File: src/rtl/packet_gate.sv
// packet_gate: stores one fixed-length packet, then forwards it or discards
// it depending on the filter verdict. A verdict that does not arrive in time
// causes a forced drop.
module packet_gate #(
  parameter int unsigned PKT_LEN = 40,
  parameter int unsigned TIMEOUT = 1024,
  parameter int unsigned CNT_W   = 16
) (
  input  logic             clk,
  input  logic             rst,
  input  logic [7:0]       data_in,
  input  logic             valid_in,
  output logic             in_ready,
  input  logic             decision_done,
  input  logic             decision_allowed,
  output logic [7:0]       out_data,
  output logic             out_valid,
  input  logic             out_ready,
  output logic             out_last,
  output logic [CNT_W-1:0] fwd_count,
  output logic [CNT_W-1:0] drop_count,
  output logic [CNT_W-1:0] timeout_count
);

  localparam int unsigned PTR_W = $clog2(PKT_LEN);
  localparam int unsigned TMR_W = 16;
  localparam logic [PTR_W-1:0] LAST_IDX = PTR_W'(PKT_LEN - 1);
  localparam logic [TMR_W-1:0] TMR_LAST = TMR_W'(TIMEOUT - 1);

  typedef enum logic [2:0] {
    IDLE     = 3'd0,
    CAPTURE  = 3'd1,
    WAIT_DEC = 3'd2,
    FORWARD  = 3'd3,
    DROP     = 3'd4
  } state_t;

  state_t           state;
  state_t           state_next;
  logic [PTR_W-1:0] wr_ptr;
  logic [PTR_W-1:0] rd_ptr;
  logic [TMR_W-1:0] timer;
  logic             tmo_flag;
  logic [7:0]       pkt_buf [PKT_LEN];

  logic             wr_en;
  logic [PTR_W-1:0] wr_addr;
  logic             rd_clr;
  logic             rd_inc;
  logic             tmr_clr;
  logic             tmr_inc;
  logic             tmo_set;
  logic             tmo_clr;
  logic             fwd_inc;
  logic             drop_inc;
  logic             tmo_inc;

  // State register; reset abandons any packet in flight.
  always_ff @(posedge clk or posedge rst) begin
    if (rst) begin
      state <= IDLE;
    end else begin
      state <= state_next;
    end
  end

  // Next-state decode, handshake outputs and datapath strobes.
  always_comb begin
    state_next = state;
    in_ready   = 1'b0;
    out_valid  = 1'b0;
    out_last   = 1'b0;
    out_data   = 8'h00;
    wr_en      = 1'b0;
    wr_addr    = '0;
    rd_clr     = 1'b0;
    rd_inc     = 1'b0;
    tmr_clr    = 1'b0;
    tmr_inc    = 1'b0;
    tmo_set    = 1'b0;
    tmo_clr    = 1'b0;
    fwd_inc    = 1'b0;
    drop_inc   = 1'b0;
    tmo_inc    = 1'b0;
    unique case (state)
      IDLE: begin
        in_ready = 1'b1;
        if (valid_in) begin
          wr_en      = 1'b1;
          wr_addr    = '0;
          state_next = CAPTURE;
        end
      end
      CAPTURE: begin
        in_ready = 1'b1;
        if (valid_in) begin
          wr_en   = 1'b1;
          wr_addr = wr_ptr;
          if (wr_ptr == LAST_IDX) begin
            tmr_clr    = 1'b1;
            state_next = WAIT_DEC;
          end
        end
      end
      WAIT_DEC: begin
        // A verdict in the final timer cycle still beats the timeout.
        if (decision_done) begin
          tmo_clr = 1'b1;
          if (decision_allowed) begin
            rd_clr     = 1'b1;
            state_next = FORWARD;
          end else begin
            state_next = DROP;
          end
        end else if (timer == TMR_LAST) begin
          tmo_set    = 1'b1;
          state_next = DROP;
        end else begin
          tmr_inc = 1'b1;
        end
      end
      FORWARD: begin
        out_valid = 1'b1;
        out_data  = pkt_buf[rd_ptr];
        out_last  = (rd_ptr == LAST_IDX);
        if (out_ready) begin
          if (rd_ptr == LAST_IDX) begin
            fwd_inc    = 1'b1;
            state_next = IDLE;
          end else begin
            rd_inc = 1'b1;
          end
        end
      end
      DROP: begin
        if (tmo_flag) begin
          tmo_inc = 1'b1;
        end else begin
          drop_inc = 1'b1;
        end
        state_next = IDLE;
      end
      default: begin
        state_next = IDLE;
      end
    endcase
  end

  // Packet storage; contents are don't-care after reset.
  always_ff @(posedge clk) begin
    if (wr_en) begin
      pkt_buf[wr_addr] <= data_in;
    end
  end

  // Pointers, wait timer and drop-cause flag.
  always_ff @(posedge clk or posedge rst) begin
    if (rst) begin
      wr_ptr   <= '0;
      rd_ptr   <= '0;
      timer    <= '0;
      tmo_flag <= 1'b0;
    end else begin
      if (wr_en) begin
        wr_ptr <= wr_addr + PTR_W'(1);
      end
      if (rd_clr) begin
        rd_ptr <= '0;
      end else if (rd_inc) begin
        rd_ptr <= rd_ptr + PTR_W'(1);
      end
      if (tmr_clr) begin
        timer <= '0;
      end else if (tmr_inc) begin
        timer <= timer + TMR_W'(1);
      end
      if (tmo_set) begin
        tmo_flag <= 1'b1;
      end else if (tmo_clr) begin
        tmo_flag <= 1'b0;
      end
    end
  end

  // Saturating statistics counters.
  always_ff @(posedge clk or posedge rst) begin
    if (rst) begin
      fwd_count     <= '0;
      drop_count    <= '0;
      timeout_count <= '0;
    end else begin
      if (fwd_inc && (fwd_count != '1)) begin
        fwd_count <= fwd_count + CNT_W'(1);
      end
      if (drop_inc && (drop_count != '1)) begin
        drop_count <= drop_count + CNT_W'(1);
      end
      if (tmo_inc && (timeout_count != '1)) begin
        timeout_count <= timeout_count + CNT_W'(1);
      end
    end
  end

endmodule

File: config.mk
export PLATFORM = sky130hd
export DESIGN_NAME = packet_gate
export DESIGN_NICKNAME = d
export VERILOG_FILES = /design/src/rtl/packet_gate.sv
export SDC_FILE = /design/constraint.sdc
export NUM_CORES = 1
export LEC_CHECK = 0
export CAP_MARGIN = 5
export CORE_ASPECT_RATIO = 0.75
export CORE_MARGIN = 5
export CORE_UTILIZATION = 25
export CTS_CLUSTER_DIAMETER = 50
export CTS_CLUSTER_SIZE = 28
export DETAILED_ROUTE_END_ITERATION = 10
export DONT_BUFFER_PORTS = 1
export SYNTH_ARGS = -nofsm -noshare
export SYNTH_HDL_FRONTEND = slang
export SYNTH_SLANG_ARGS = --single-unit
File: constraint.sdc
create_clock -name clk -period 3 [get_ports clk]
set_input_delay 0.9 -clock clk [delete_from_list [all_inputs] [get_ports clk]]
set_output_delay 0.9 -clock clk [all_outputs]
set_load 0.03 [all_outputs]
Word level (Yosys, flattened, before mapping):

Memories as Yosys holds them, arrays and structs flattened.
Cells that the tools add are included.

* mux-type cells: 49
* add/subtract/negate cells: 6
* equality and inequality tests: 16
* reductions and logical operators: 9

Operator list (number)
* $add 16x1->16 const B: 4
* $ne 16x16->1 const B: 3
* $mux 1: 33
* $mux 16: 2
* $mux 3: 8
* $mux 6: 4
* $eq 16x10->1 const B: 1
* $add 6x1->6 const B: 2
* $eq 6x6->1 const B: 2
* $pmux 3 s4: 1
* $ne 2x2->1 const B: 5
* $mux 8: 1
* $eq 3x2->1 const B: 2
* $reduce_and 6->1: 1
* $reduce_bool 2->1: 3
* $eq 3x1->1 const B: 1
* $eq 3x3->1 const B: 1
* $logic_and 1x1->1: 3
* $logic_not 3->1: 1
* $ne 3x3->1 const B: 1
* $reduce_or 2->1: 1

* word-level logic and storage cells: 89
* RAM bits: 320
* memories: 1
* output and inout bits: 59
* flip-flop bits (word level): 80

Memories
* pkt_buf: depth 40, width 8, rd ports 1, clocked after Yosys merged registers in 0, wr ports 1, RTL line 44 `logic [7:0] pkt_buf [PKT_LEN];`

Logic depth before layout (Yosys ltp):

* depth in word-level cells: 6
* mapped depth: 8
* mapped depth without buffers: 7

Worst setup path before layout:

Ideal clock, no wire load.

* kind: register to output
* from: register rd_ptr[1]
* to: output out_data[6]
* stages on the path, launching flop included: 9
* required time: 2.100 ns
* arrival: 1.945 ns
* path buffers: 3
* slack: 0.155 ns
* cells stage by stage: dfrtp_1 > clkbuf_1 > and2_1 > clkbuf_1 > clkbuf_1 > a22oi_1 > a21oi_1 > nor4_1 > o21a_1

* longest elaborated chain between the ends: 2

RTL lines
* start: declaration: RTL line 41 `logic [PTR_W-1:0] rd_ptr;`
* start signal: assignment: RTL line 170 `rd_ptr <= rd_ptr + PTR_W'(1);`
* $mem_v2 40x8
* $mux 8: RTL line 85 `unique case (state)`
* end: declaration: RTL line 16 `output logic [7:0] out_data,`

Every way passes these cells.

Final worst setup path:

* from: register rd_ptr[0]
* to: output out_data[3]

The elaborated chain is that of the path after synthesis.

==> results by group <==
Clock tree
  • Clk_lat worst skew: about 0.62 ns
  • Hold-fix buffers, CTS: 0
  • Max Root-Sink Buffers: 3
  • Clock Pin Slew Worst Setup and Hold Paths: ~0.09 ns
  • CTS buffer count: 31
  • H-tree Lvls: 1
  • Clock sinks: 400
  • CTS tree: done
  • Root Buffer: clkbuf_16

Synthesis
  • Post-synth net total: ~1,100
  • Syn avg cell area: about 15 um2
  • Synthesized area: ~17,000 um2
  • Asr flop ratio synth: ~20%
  • Main synth FF type: edfxtp_1
  • Synth top area share: ~58%
  • Post-synth EDFFs: 320
  • Largest family of logic cells by synthesized area: multiplexers
  • Yosys warnings: 0
  • Post-Synth Adder-Cell Area: 0.450%
  • Post-synthesis register bit count: 400
  • Post-synthesis mux area share: approximately 11%
  • Synth Area in Simple Gates: 8.19%
  • Syn Inst Count: 1,106
  • Synth area leaders: edfxtp_1, dfrtp_1, mux2i_1
  • Sequential share of the synthesized area: a little over two thirds
  • Post-synthesis compound-gate area fraction: 5.90%
  • Cell taking the most area after synthesis: edfxtp_1
  • Number of library cell types mapped by synthesis: 52
  • Synth Area in XOR/XNOR: 3.20%

Worst setup path
  • CP Max Fanout: 10
  • CP delay by family, top: compound AO/OA/AOI/OAI gates
  • Crit end category: output port
  • Kind of critical path: flip-flop to output port
  • Worst stage delay on the critical path: between 0.5 and 0.6 ns
  • Critical Path Slowest Stage Cell: dfrtp_4
  • CP Cell Sequence: buf_12, buf_16, buf_4, mux2i_1, a22oi_2, a21oi_2, nor4_2, o21a_2
  • CP startpoint kind: flip-flop
  • CP arrival: around 2.7 ns
  • CP bufs+invs: 3
  • WP data required: 2.10 ns

Pwr
  • Total Power: 15.3 mW
  • LEAKAGE: 6.91 nW
  • Max VDD drop: 538 uV
  • Pwr per Cell Area: about 760 nW/um2

STA
  • Slew Viols, Final: 0
  • Total negative setup slack: -4.47 ns
  • Clk_skew: 0.0316 ns
  • Least-Margin Pin Slew: 0.712 ns
  • Setup violators final: 9
  • F_max: 279 MHz
  • RSZ-0062 raised after global routing: true
  • Final hold violation count: 0
  • Min Tclk post-route: 3.59 ns
  • Post-route worst setup slack: -0.586 ns
  • Worst relative slew slack: 52.4%
  • Fin crit share: 120%

Drt
  • Final wirelength: 40,800 um
  • Drt wl/cell: 19.6 um
  • Post-DR vias/cell: ~4.7
  • Via count: just under 10,000
  • Drt pass-1 iters: 5
  • Antenna Violating Nets Remaining: 0
  • # DRC: 0
  • Initial drt markers: 881

Global routing
  • Largest net degree at the start of global routing: 69
  • Initial antenna violation count: 2
  • Vias in the first global route: roughly 9,600
  • First-pass GRT wire length: 61,500 um
  • GRT Overall Usage: between 10% and 20%
  • Gr ovfl total: 0

Placed design
  • Port Buf Inserts: 0
  • Post-placement cell count: 2,005
  • RePlAce Congestion: 0.857
  • Detailed placement HPWL: 25,900 um

Finish
  • Layout net count: 1,191
  • Area Overhead vs Synth: 20.0%
  • Layout Cells excl Fill: 2,078
  • Layout cells sized above 1: 19.7%
  • Number of fill cells: 6,546
  • Diode count: 0

Floorplanning
  • IO Count: 73
  • CORE AREA: between 60,000 and 70,000 um2
  • Die X: 308 um
  • Total die area: 72,000 um2
  • Initial Utilization: 25.1%
  • Die H: 234 um
  • Std cell rows: between 80 and 90

Job
  • Max Cap Violations: 0

Run status
  • Status: complete, but fails checks
  • Failing checks: setup timing

Min path
  • Class of the worst hold path: input port to async pin
==> state kept, by name (all words and copies together), names as in the netlist <==
name           count
timer             16
drop_count        16
timeout_count     16
rd_ptr             6
state              3
tmo_flag           1
pkt_buf          320
wr_ptr             6
fwd_count         16
==> placed cells by master (no fill, tap or decap), types with 11 or more instances in the layout <==
cell and instances:
a22oi_1 46, a22oi_2 18, xnor2_1 30, mux4_2 16, a21oi_2 19, nand2_1 35, mux2i_1 137, buf_4 65
dfrtp_1 79, nand3_1 30, clkbuf_16 33, edfxtp_1 320, and3_1 12, a21oi_1 27, buf_12 11, nand4_1 21
nor2_1 90, nor3_1 11, xor2_1 31
==> timing repair <==
action | 4_1_cts | 5_1_grt
endpoints found under the hold margin | 0 | 0
pin swaps | 22 | 32
endpoints found under the setup margin | 9 | 9
resized for setup | 45 | 34
cloned | 6 | 2
setup buffers | 5 | 2
==> through the flow <==
stage                     util (%)  hold WS (ns)  instance area, um2  setup WS, ns
after floorplan                  -         0.474               16700        0.0483
after global placement        27.4         0.509               18200        -0.155
after detailed placement      27.4         0.513               18200        -0.179
after CTS                     29.8        0.0599               19800        -0.623
after global routing          30.1        0.0775               20000        -0.678
final                         30.1        0.0811               20000        -0.586
==> worst register-to-register path, cell delays in order (launching register included) <==
cell and delay, ns:
dfrtp_4 0.46, buf_4 0.15, buf_16 0.16, buf_4 0.15
ha_1 0.22, nand3_1 0.11, or3_4 0.46, or4_4 0.57
nor2_2 0.10, xor2_1 0.14
==> routing by layer <==
| layer | routed length [um] | up-vias | track usage [%] |
|---|---|---|---|
| met1 | 18900 | 4976 | 16.3 |
| met4 | 677 | 0 | 2.04 |
| met5 | 0 | - | 0 |
| met3 | 3020 | 48 | 2.70 |
| li1 | - | 4405 | - |
| met2 | 18300 | 295 | 16.6 |
==> kinds of logic (layout without fill, tap and decap cells) <==
logic type               Yosys count  after routing
multiplexers                     161            161
adder cells (fa/ha/maj)            6              6
AND/OR/NAND/NOR                  263            263
XOR/XNOR                          61             61
flip-flops                       400            400
buffers and inverters             67            157
AO/OA/AOI/OAI                    148            148
==> synth_stat cells, types with 2 or more instances <==
library cell / n
a31oi_1: 4
or4_1: 2
mux4_2: 16
xnor2_1: 30
a211oi_1: 2
edfxtp_1: 320
buf_1: 3
clkbuf_1: 35
a21oi_1: 47
o21a_1: 8
nand2b_1: 3
nor3_1: 11
and2_1: 3
and3_1: 12
ha_1: 6
nand3b_1: 5
nor2b_1: 6
mux2_2: 6
nor4_1: 13
mux2i_1: 139
buf_2: 17
nor3b_1: 8
a22oi_1: 64
nand2_1: 35
o21ai_0: 10
o211ai_1: 2
buf_6: 2
xor2_1: 31
and4_1: 9
nor2_1: 91
nand3_1: 30
a2111oi_2: 2
or4b_2: 3
inv_1: 10
or3_1: 2
nand4_1: 21
a2111oi_0: 4
dfrtp_1: 80
==> final cells by class <==
cell class	count	area (um2)	share of cell area, %
multi-input cells	639	5060	25.3
repair buffers	89	1030	5.16
clock inverters	25	379	1.89
flip-flops and latches	400	11600	58.1
clock buffers	33	783	3.91
inverters	10	38.8	0.194
well taps	882	1100	5.52
==> final timing paths <==
kind | startpoint | endpoint | slack (ns) | cells past startpoint
hold / removal | rst | fwd_count[15] | 0.08 | 1
setup / recovery | rd_ptr[0] | out_data[3] | -0.59 | 8
setup reg to reg | rd_ptr[0] | fwd_count[12] | 0.41 | 9
min in group clk | decision_done | tmo_flag | 0.38 | 1
hold reg to reg | timer[4] | timer[4] | 0.52 | 1
max in group asynchronous | rst | rd_ptr[0] | 2.26 | 2
==> power breakdown <==
group / internal, mW / switching [mW] / leakage, nW
registers: 6.15 / 0.211 / 3.98
clock network: 2.16 / 2.44 / 0.561
logic: 1.96 / 2.36 / 2.37
total: 10.3 / 5.01 / 6.91
Note: power is estimated with default switching activity, not from simulation.
